### config.mk
export PLATFORM = sky130hd
export DESIGN_NAME = hand_pos_controller
export DESIGN_NICKNAME = d
export VERILOG_FILES = /design/src/rtl/hand_pos_controller.sv
export SDC_FILE = /design/constraint.sdc
export NUM_CORES = 1
export LEC_CHECK = 0
export CAP_MARGIN = 30
export CORE_AREA = 4 4 132 134
export CTS_BUF_LIST = sky130_fd_sc_hd__clkbuf_16
export DETAILED_ROUTE_END_ITERATION = 12
export DIE_AREA = 0 0 136 138
export DONT_BUFFER_PORTS = 1
export GPL_ROUTABILITY_DRIVEN = 0
export HOLD_SLACK_MARGIN = 0.03
export MAX_ROUTING_LAYER = met4
export PLACE_DENSITY = 0.75
export SKIP_LAST_GASP = 1
export SYNTH_ARGS = -nofsm -noshare
export SYNTH_HDL_FRONTEND = slang
export SYNTH_SLANG_ARGS = --single-unit
### constraint.sdc
create_clock -name clk_in -period 13.7 [get_ports clk_in]
set_clock_uncertainty 0.15 [all_clocks]
set_input_delay 2.74 -clock clk_in [delete_from_list [all_inputs] [get_ports clk_in]]
set_output_delay 2.74 -clock clk_in [all_outputs]
set_load 0.02 [all_outputs]
### src/rtl/hand_pos_controller.sv
// Multi-hand 3-axis position controller: button-driven moves on tick strobes with
// hold-to-accelerate step sizing, per-axis clamping and a derived top point per hand.
module hand_pos_controller #(
  parameter int NUM_HANDS  = 2,
  parameter int X_W        = 12,
  parameter int Y_W        = 12,
  parameter int Z_W        = 14,
  parameter int X_MAX      = 1279,
  parameter int Y_MAX      = 719,
  parameter int Z_MAX      = 8191,
  parameter int X_INIT     = 640,
  parameter int Y_INIT     = 360,
  parameter int Z_INIT     = 1000,
  parameter int STEP_INIT  = 1,
  parameter int STEP_MAX   = 8,
  parameter int HOLD_TICKS = 4,
  parameter int TOP_DY     = 64,
  localparam int SEL_W     = (NUM_HANDS > 1) ? $clog2(NUM_HANDS) : 1
) (
  input  logic                     clk_in,
  input  logic                     rst_in,
  input  logic                     tick_in,
  input  logic [SEL_W-1:0]         sel_in,
  input  logic                     left_button,
  input  logic                     right_button,
  input  logic                     up_button,
  input  logic                     down_button,
  input  logic                     fwd_button,
  input  logic                     back_button,
  output logic [NUM_HANDS*X_W-1:0] hand_x_bottom,
  output logic [NUM_HANDS*Y_W-1:0] hand_y_bottom,
  output logic [NUM_HANDS*Z_W-1:0] hand_z_bottom,
  output logic [NUM_HANDS*X_W-1:0] hand_x_top,
  output logic [NUM_HANDS*Y_W-1:0] hand_y_top,
  output logic [NUM_HANDS*Z_W-1:0] hand_z_top,
  output logic [3:0]               step_out,
  output logic                     moving_out
);

  localparam int HC_W = (HOLD_TICKS > 1) ? $clog2(HOLD_TICKS) : 1;
  localparam logic [SEL_W:0] NH_LIM = (SEL_W+1)'(NUM_HANDS);

  typedef enum logic [1:0] {IDLE, SLOW, FAST} state_t;

  state_t                  state_q, state_d;
  logic [3:0]              step_q, step_d;
  logic [HC_W-1:0]         hold_q, hold_d;
  logic [SEL_W-1:0]        sel_q;
  logic [X_W-1:0]          x_q [NUM_HANDS];
  logic [X_W-1:0]          x_d [NUM_HANDS];
  logic [Y_W-1:0]          y_q [NUM_HANDS];
  logic [Y_W-1:0]          y_d [NUM_HANDS];
  logic [Z_W-1:0]          z_q [NUM_HANDS];
  logic [Z_W-1:0]          z_d [NUM_HANDS];

  logic                    sel_ok, sel_chg, any_move;
  logic signed [1:0]       dx, dy, dz;
  logic [3:0]              eff_step;
  logic [4:0]              step_dbl;
  logic signed [5:0]       mv_x, mv_y, mv_z;

  function automatic logic signed [1:0] axis_dir(input logic pos, input logic neg);
    if (pos && !neg) return 2'sb01;
    if (neg && !pos) return 2'sb11;
    return 2'sb00;
  endfunction

  function automatic logic signed [5:0] scale(input logic signed [1:0] d, input logic [3:0] s);
    case (d)
      2'sb01:  return $signed({2'b00, s});
      2'sb11:  return -$signed({2'b00, s});
      default: return 6'sd0;
    endcase
  endfunction

  // Saturating add with one extra signed bit so underflow shows as a negative sum.
  function automatic logic [X_W-1:0] sat_x(input logic [X_W-1:0] c, input logic signed [5:0] m);
    logic signed [X_W:0] s;
    s = $signed({1'b0, c}) + (X_W+1)'(m);
    if (s[X_W]) return '0;
    if (s > $signed((X_W+1)'(X_MAX))) return X_W'(X_MAX);
    return s[X_W-1:0];
  endfunction

  function automatic logic [Y_W-1:0] sat_y(input logic [Y_W-1:0] c, input logic signed [5:0] m);
    logic signed [Y_W:0] s;
    s = $signed({1'b0, c}) + (Y_W+1)'(m);
    if (s[Y_W]) return '0;
    if (s > $signed((Y_W+1)'(Y_MAX))) return Y_W'(Y_MAX);
    return s[Y_W-1:0];
  endfunction

  function automatic logic [Z_W-1:0] sat_z(input logic [Z_W-1:0] c, input logic signed [5:0] m);
    logic signed [Z_W:0] s;
    s = $signed({1'b0, c}) + (Z_W+1)'(m);
    if (s[Z_W]) return '0;
    if (s > $signed((Z_W+1)'(Z_MAX))) return Z_W'(Z_MAX);
    return s[Z_W-1:0];
  endfunction

  function automatic logic [Y_W-1:0] sat_top(input logic [Y_W-1:0] y);
    return (y >= Y_W'(TOP_DY)) ? y - Y_W'(TOP_DY) : '0;
  endfunction

  assign sel_ok   = ({1'b0, sel_in} < NH_LIM);
  assign sel_chg  = (sel_in != sel_q);
  assign dx       = axis_dir(right_button, left_button);
  assign dy       = axis_dir(down_button, up_button);
  assign dz       = axis_dir(fwd_button, back_button);
  assign any_move = sel_ok && ((dx != 2'sb00) || (dy != 2'sb00) || (dz != 2'sb00));
  // A hand switch restarts acceleration, including a move made on the switch cycle itself.
  assign eff_step = sel_chg ? 4'(STEP_INIT) : step_q;
  assign mv_x     = scale(dx, eff_step);
  assign mv_y     = scale(dy, eff_step);
  assign mv_z     = scale(dz, eff_step);
  assign step_dbl = {step_q, 1'b0};

  always_comb begin
    for (int i = 0; i < NUM_HANDS; i++) begin
      x_d[i] = x_q[i];
      y_d[i] = y_q[i];
      z_d[i] = z_q[i];
    end
    if (tick_in && any_move) begin
      for (int i = 0; i < NUM_HANDS; i++) begin
        if (SEL_W'(i) == sel_in) begin
          x_d[i] = sat_x(x_q[i], mv_x);
          y_d[i] = sat_y(y_q[i], mv_y);
          z_d[i] = sat_z(z_q[i], mv_z);
        end
      end
    end
  end

  always_comb begin
    state_d = state_q;
    step_d  = step_q;
    hold_d  = hold_q;
    if (sel_chg || (tick_in && !any_move)) begin
      state_d = IDLE;
      step_d  = 4'(STEP_INIT);
      hold_d  = '0;
    end else if (tick_in) begin
      if (hold_q == HC_W'(HOLD_TICKS - 1)) begin
        step_d  = (step_dbl > 5'(STEP_MAX)) ? 4'(STEP_MAX) : step_dbl[3:0];
        hold_d  = '0;
        state_d = FAST;
      end else begin
        hold_d  = hold_q + HC_W'(1);
        state_d = (state_q == IDLE) ? SLOW : state_q;
      end
    end
  end

  always_ff @(posedge clk_in) begin
    if (rst_in) begin
      state_q <= IDLE;
      step_q  <= 4'(STEP_INIT);
      hold_q  <= '0;
      sel_q   <= sel_in;
      for (int i = 0; i < NUM_HANDS; i++) begin
        x_q[i] <= X_W'(X_INIT);
        y_q[i] <= Y_W'(Y_INIT);
        z_q[i] <= Z_W'(Z_INIT);
      end
    end else begin
      state_q <= state_d;
      step_q  <= step_d;
      hold_q  <= hold_d;
      sel_q   <= sel_in;
      for (int i = 0; i < NUM_HANDS; i++) begin
        x_q[i] <= x_d[i];
        y_q[i] <= y_d[i];
        z_q[i] <= z_d[i];
      end
    end
  end

  for (genvar g = 0; g < NUM_HANDS; g++) begin : g_out
    assign hand_x_bottom[g*X_W +: X_W] = x_q[g];
    assign hand_y_bottom[g*Y_W +: Y_W] = y_q[g];
    assign hand_z_bottom[g*Z_W +: Z_W] = z_q[g];
    assign hand_x_top[g*X_W +: X_W]    = x_q[g];
    assign hand_y_top[g*Y_W +: Y_W]    = sat_top(y_q[g]);
    assign hand_z_top[g*Z_W +: Z_W]    = z_q[g];
  end

  assign step_out   = step_q;
  assign moving_out = (state_q != IDLE);

endmodule
==> results of run 1 <==
[through the flow]
step	power (mW)	hold slack [ns]	instances	instance area, um2
2_1_floorplan	0.542	0.292	1028	8000
3_3_place_gp	0.572	0.302	1173	7800
3_5_place_dp	0.575	0.308	1173	7800
4_1_cts	0.836	0.317	1189	8110
5_1_grt	0.882	0.338	1189	8110
6_report	0.831	0.318	1189	8110
[worst max-delay path, delay by kind of cell]
family / cells / cell delay, ns
AOI/OAI and AO/OA: 7 / 1.75
and+or+nand+nor: 5 / 1.06
adders and majority gates: 2 / 0.58
xor gates and xnor gates: 2 / 0.69
[cell families after synthesis]
family	Yosys count
buffers and inverters	131
AOI/OAI and AO/OA	321
and+or+nand+nor	328
adders and majority gates	94
xor gates and xnor gates	65
muxes	4
DFF	85
[power groups by stage]
stage	Combinational [mW]	Sequential, mW	Clock [mW]
floorplan	0.234	0.308	0
global placement	0.239	0.333	0
detailed placement	0.242	0.334	0
CTS	0.244	0.328	0.265
global route	0.275	0.332	0.276
finish	0.245	0.328	0.258
[worst max-delay path by stage]
stage / start / endpoint / slack [ns]
2_1_floorplan: sel_in / y_q[0][5]$_SDFFE_PP1P_ / 7.10
3_5_place_dp: sel_in / x_q[0][8]$_SDFFE_PP0P_ / 6.71
3_3_place_gp: sel_in / x_q[0][8]$_SDFFE_PP0P_ / 6.77
5_1_grt: sel_in / x_q[0][13]$_SDFFE_PP0P_ / 6.44
4_1_cts: sel_in / x_q[0][8]$_SDFFE_PP0P_ / 7.03
6_report: sel_in / x_q[0][13]$_SDFFE_PP0P_ / 7.00
[placed cells by master, fill, tap and decap left out, types with 4 or more instances in the layout]
| master | Yosys | routed |
|---|---|---|
| nand2_1 | 86 | 86 |
| ha_1 | 86 | 86 |
| nor2_1 | 87 | 85 |
| dfxtp_1 | 85 | 85 |
| a21oi_1 | 83 | 83 |
| o21ai_0 | 73 | 73 |
| inv_1 | 52 | 55 |
| xnor2_1 | 42 | 42 |
| nor3_1 | 35 | 35 |
| a21o_1 | 30 | 30 |
| xor2_1 | 22 | 22 |
| and2_1 | 20 | 20 |
| nand3_1 | 17 | 17 |
| a22o_1 | 14 | 14 |
| nor2b_1 | 14 | 14 |
| nand2b_1 | 13 | 13 |
| and3_1 | 11 | 11 |
| o31ai_1 | 10 | 10 |
| or2_2 | 9 | 9 |
| o21a_1 | 9 | 9 |
| a31oi_1 | 9 | 9 |
| a221o_1 | 9 | 9 |
| clkbuf_16 | 0 | 9 |
| a22oi_1 | 8 | 8 |
| a211oi_1 | 8 | 8 |
| o21bai_1 | 8 | 8 |
| nor4_1 | 7 | 7 |
| fa_1 | 6 | 6 |
| a32oi_1 | 5 | 5 |
| o21ai_1 | 5 | 5 |
| a211o_1 | 5 | 5 |
| or3_1 | 4 | 4 |
| mux2i_1 | 4 | 4 |
| a31o_2 | 4 | 4 |
| o211ai_1 | 4 | 4 |
| buf_4 | 53 | 4 |
[per-layer routing]
metal / wire length [um] / vias to the layer above / track usage [%]
met3: 1420 / 32 / 5.85
met2: 8980 / 216 / 32.9
li1: - / 3552 / -
met4: 452 / 0 / 7.32
met1: 9230 / 3311 / 28.0
met5: 0 / - / -
[flip-flops by register name, indices dropped and copies added, names as in the netlist]
| register | flops |
|---|---|
| state_q | 2 |
| z_q | 28 |
| y_q | 24 |
| hold_q | 2 |
| x_q | 24 |
| sel_q | 1 |
| step_out | 4 |
[cell type report]
type	count	area, um2
Clock buffer	9	225
Clock inverter	7	83.8
Tap cell	220	275
Timing Repair Buffer	4	30.0
Inverter	52	195
Fill cell	1579	8180
Multi-Input combinational cell	812	5600
Sequential cell	85	1700
==> results.md, run 1 <==
- Max Freq: 149 MHz
- Critical path fanouts, max: 13
- WHS Path Cells: 2
- Initial core utilization: 49.1%
- Async set-reset flop share out of synthesis: 0%
- Clk slew on worst S/H paths: 0.06 ns
- Fin. Hold Viols: 0
- Final ANT Viol Nets: 0
- Via Count: 7111
- Worst R2R Start: sel_q$_DFF_P_
- Synth area leader: dfxtp_1
- Setup WS pre-CTS: 6.71 ns
- Setup slack after layout: 7.00 ns
- Worst setup EP type: flip-flop
- Period utilisation layout: 48.9%
- Synth top area share: 21.3%
- Post-CTS Hold Buffers: 0
- Synth Area per Inst: 7.78 um2
- Simple-gate area share of the yosys netlist: 20.2%
- Cell mode on critical path: ha_1
- Compound-Gate Fraction of Synth Area: 26.9%
- GRT overflow: 0
- Final WL: 20100 um
- WS Path Type: in2reg
- Detail-routed via count per cell: 5.98
- Switching share of power: 37.4%
- Setup_tns: 0 ns
- CP max-delay cell: o32ai_1
- Crit-path cells: xnor2_2 > nand2_1 > ha_1 > xor2_1 > a32oi_1 > nor2_1 > ha_1 > nor2b_1 > o21a_1 > o21ai_1 > a21oi_1 > and4_1 > o41a_1 > o32ai_1 > and2_0 > a221o_1
- Slew margin rel.: 41.5%
- Final Util: 49.8%
- Mux cell area share after synthesis: 0.500%
- Post-synth EDFFs: 0
- Layout area overhead: 1.39%
- Die outline height: 138 um
- Synth Flop Type: dfxtp_1
- Largest family of logic cells by synthesized area: compound AO/OA/AOI/OAI gates
- Final Max Slew Viols: 0
- Row count: 47
- Worst EP arrival: 6.84 ns
- Post-Syn Nets: 1130
- Initial DRT Pass Iterations: 5
- TritonCTS Buffers: 9
- I/O Buffers: 0
- CTS max path bufs: 2
- Iter 0 DRT Violations: 383
- Initial antenna violation count: 0
- # H-tree levels: 3
- Max incr delay on CP: 0.54 ns
- Post-CTS sizing: 0
- CTS tree: yes
- Crit start category: input port
- Min-delay src: state_q[1]$_SDFFE_PP0P_
- Core area: 0.0163 mm2
- Vias in the first global route: 6501
- DR WL/cell: 16.9 um
- Die W: 136 um
- Pwr Density: 102 mW/mm2
- Max-cap violation count: 0
- CP required: 13.84 ns
- FF-to-FF setup slack: 9.00 ns
- Ratio of cells with drive above 1 in the final layout: 4.95%
- Pin count of the biggest net entering global routing: 39
- Worst-skew pair later-pin latency: 0.35 ns
- N_diodes: 0
- Worst r2r path cells: 16
- RSZ-0062 raised after global routing: false
- Hpwl dp: 15400 um
- Slew at the pin closest to its max-slew limit: 0.870 ns
- DIE AREA: 0.0188 mm2
- Sequential power share: 39.4%
- Root Driver: clkbuf_16
- # IOs: 167
- Synth cell types: 85
- Final min period: 6.70 ns
- Worst vdd ir: 0.0000638 V
- Leak: 3.60 nW
- Number of setup buffers added after CTS: 0
- Nets: 1066
- Worst Hold Class: reg2reg
- Hold worst-path end: state_q[1]$_SDFFE_PP0P_
- Wire length of the first global-routing pass: 32800 um
- Clock power frac: 31.0%
- Syn. warnings: 0
- # DRC: 0
- GRT Util Overall: 21.7%
- Pint: 520 uW
- Count leader, synth: nor2_1
- Sequential element share of the synthesized area: 21.3%
- Synth top cells by count: nor2_1 (87), ha_1 (86), nand2_1 (86)
- Sink Count: 85
- Syn Std Cell Area: 0.00800 mm2
- Status: finished, final reports clean
- Synth Area in Adders: 15.2%
- Psw: 310 uW
- Post-synthesis cell count: 1028
- Worst reg2reg path endpoint: x_q[0][13]$_SDFFE_PP0P_
- Synth top area cells: dfxtp_1 (21%), ha_1 (13%), a21oi_1 (5.2%)
- Xor/xnor share of the synthesized area: 7.21%
- Power share of the combinational group: 29.5%
- FF+latch count, synth: 85
- Final setup fails: 0
No activity file was read; power rests on OpenSTA's default activity.
==> run 2: changes to the inputs <==
PLACE_DENSITY = 0.78   (was 0.75)
clock period = 6.1 ns   (was 13.7 ns; I/O delays follow)
==> run 2 against run 1 <==
  * Design area fell by 0.42%
  * Register-to-register slack got worse by 7.6 ns
  * Global-route usage rose by 0.67 points
  * Die area did not move
  * Hold slack improved by 0.014 ns
==> results.md, run 2 (synthesis gave the netlist of run 1 again) <==
- Status: finished, final reports clean
- Via Count: 7172
- Crit-path cells: xnor2_2 > nand2_1 > ha_1 > nand2_1 > a21o_1 > inv_1 > ha_1 > a21o_1 > a21oi_1 > o32ai_1 > o21ai_0 > and4_1 > o41a_1 > o32ai_1 > and2_0 > a221o_1
- Slew at the pin closest to its max-slew limit: 0.784 ns
- Hold slack: 0.332 ns
- Worst R2R Start: sel_q$_DFF_P_
- Die W: 136 um
- Power share of the combinational group: 30.5%
- Placed Area: 0.00781 mm2
- Most frequent cells in the layout: nand2_1 (86), ha_1 (86), nor2_1 (85), dfxtp_1 (85), a21oi_1 (83)
- RSZ-0062 raised after global routing: false
- Detail-routed via count per cell: 6.04
- DIE AREA: 0.0188 mm2
- Sequential power share: 40.4%
- Vias in the first global route: 6793
- Hpwl dp: 15700 um
- Core area: 0.0163 mm2
- Final WL: 20600 um
- Worst setup EP type: flip-flop
- Pin count of the biggest net entering global routing: 39
- Number of setup buffers added after CTS: 0
- Max Freq: 193 MHz
- Crit path from: sel_in
- CTS max path bufs: 2
- Max FFs per register: 28
- TritonCTS Buffers: 9
- DR WL/cell: 17.4 um
- GRT overflow: 0
- CP max-delay cell: o32ai_1
- Initial antenna violation count: 0
- CP required: 6.25 ns
- Post-CTS sizing: 0
- Ratio of cells with drive above 1 in the final layout: 4.75%
- # H-tree levels: 3
- Layout area overhead: 0.969%
- Wire length of the first global-routing pass: 33700 um
- Crit start category: input port
- Pint: 1.12 mW
- Levels on crit path: 16
- Nets: 1067
- # DRC: 0
- Crit path max-delay family: compound AO/OA/AOI/OAI gates
- Pwr Density: 225 mW/mm2
- Die outline height: 138 um
- Max incr delay on CP: 0.53 ns
- Leak: 3.58 nW
- CTS tree: yes
- Worst-skew pair later-pin latency: 0.35 ns
- WS Path Type: in2reg
- Max-cap violation count: 0
- Worst vdd ir: 0.000146 V
- Worst EP arrival: 5.33 ns
- Biggest regs: z_q (28), x_q (24), y_q (24)
- N_diodes: 0
- Fin. Hold Viols: 0
- Worst Hold Class: reg2reg
- Iter 0 DRT Violations: 401
- Cell area after layout: 0.00808 mm2
- Final min period: 5.18 ns
- # IOs: 167
- Sink Count: 85
- CP bufs+invs: 1
- Setup_tns: 0 ns
- Fill cells: 1601
- Clock power frac: 29.1%
- Final Max Slew Viols: 0
- WHS Path Cells: 2
- Root Driver: clkbuf_16
- Worst r2r path cells: 16
- Slew margin rel.: 47.7%
- Post-CTS Hold Buffers: 0
- Period utilisation layout: 84.9%
- Switching share of power: 38.3%
- I/O Buffers: 0
- Psw: 696 uW
- GRT Util Overall: 22.4%
- Initial DRT Pass Iterations: 5
- Final setup fails: 0
- Clk slew on worst S/H paths: 0.06 ns
- Largest reg by FF count: z_q
- Min-delay src: state_q[1]$_SDFFE_PP0P_
- Final ANT Viol Nets: 0
- Initial core utilization: 49.1%
- Critical path fanouts, max: 13
- Row count: 47
[run 2: cell count changes in the layout (fill, tap and decap cells not counted), sizes merged]
cell / previous run / this run
inv: 55 / 53
clkinv: 1 / 3
clkinvlp: 1 / 0
buf: 4 / 5
bufinv: 2 / 1
[run 2: layer usage]
layer | vias up | wire length, um | global-route usage, %
met3 | 34 | 1760 | 6.80
met1 | 3360 | 8770 | 26.3
met2 | 214 | 9620 | 35.6
met5 | - | 0 | -
met4 | 0 | 498 | 9.12
li1 | 3564 | - | -
[run 2: worst min-delay path, delay by kind of cell (launching register included)]
kind	cells	cell delay, ns
flip-flops	1	0.31
buffers and inverters	1	0.07
AO/OA/AOI/OAI	1	0.06
[run 2: final cells by class]
cell class	instances	area (um2)	area share (%)
inverter	52	195	2.42
clock inverter	5	45.0	0.557
multi-input combinational	812	5600	69.3
tap	220	275	3.41
timing repair buffer	5	35.0	0.434
sequential	85	1700	21.1
clock buffer	9	225	2.79
[run 2: power groups by stage]
stage,registers [mW],clock network (mW),logic [mW]
global route,0.745,0.563,0.626
global placement,0.747,0,0.536
finish,0.734,0.530,0.555
floorplan,0.692,0,0.526
CTS,0.735,0.543,0.550
detailed placement,0.748,0,0.545
[run 2: metrics by stage]
stage	instances	setup slack [ns]	total power [mW]	util (%)
finish	1188	0.920	1.82	49.6
global route	1188	0.560	1.93	49.6
CTS	1188	0.961	1.83	49.6
detailed placement	1174	0.584	1.29	47.9
global placement	1173	0.837	1.28	47.9
floorplan	1028	1.02	1.22	-
[run 2: path summary, 6_finish.rpt]
kind	slack [ns]	end
worst max-delay path	0.92	x_q[0][18]$_SDFFE_PP0P_
worst min register to register	0.33	state_q[1]$_SDFFE_PP0P_
worst min-delay path	0.33	state_q[1]$_SDFFE_PP0P_
worst max register to register	1.39	x_q[0][18]$_SDFFE_PP0P_
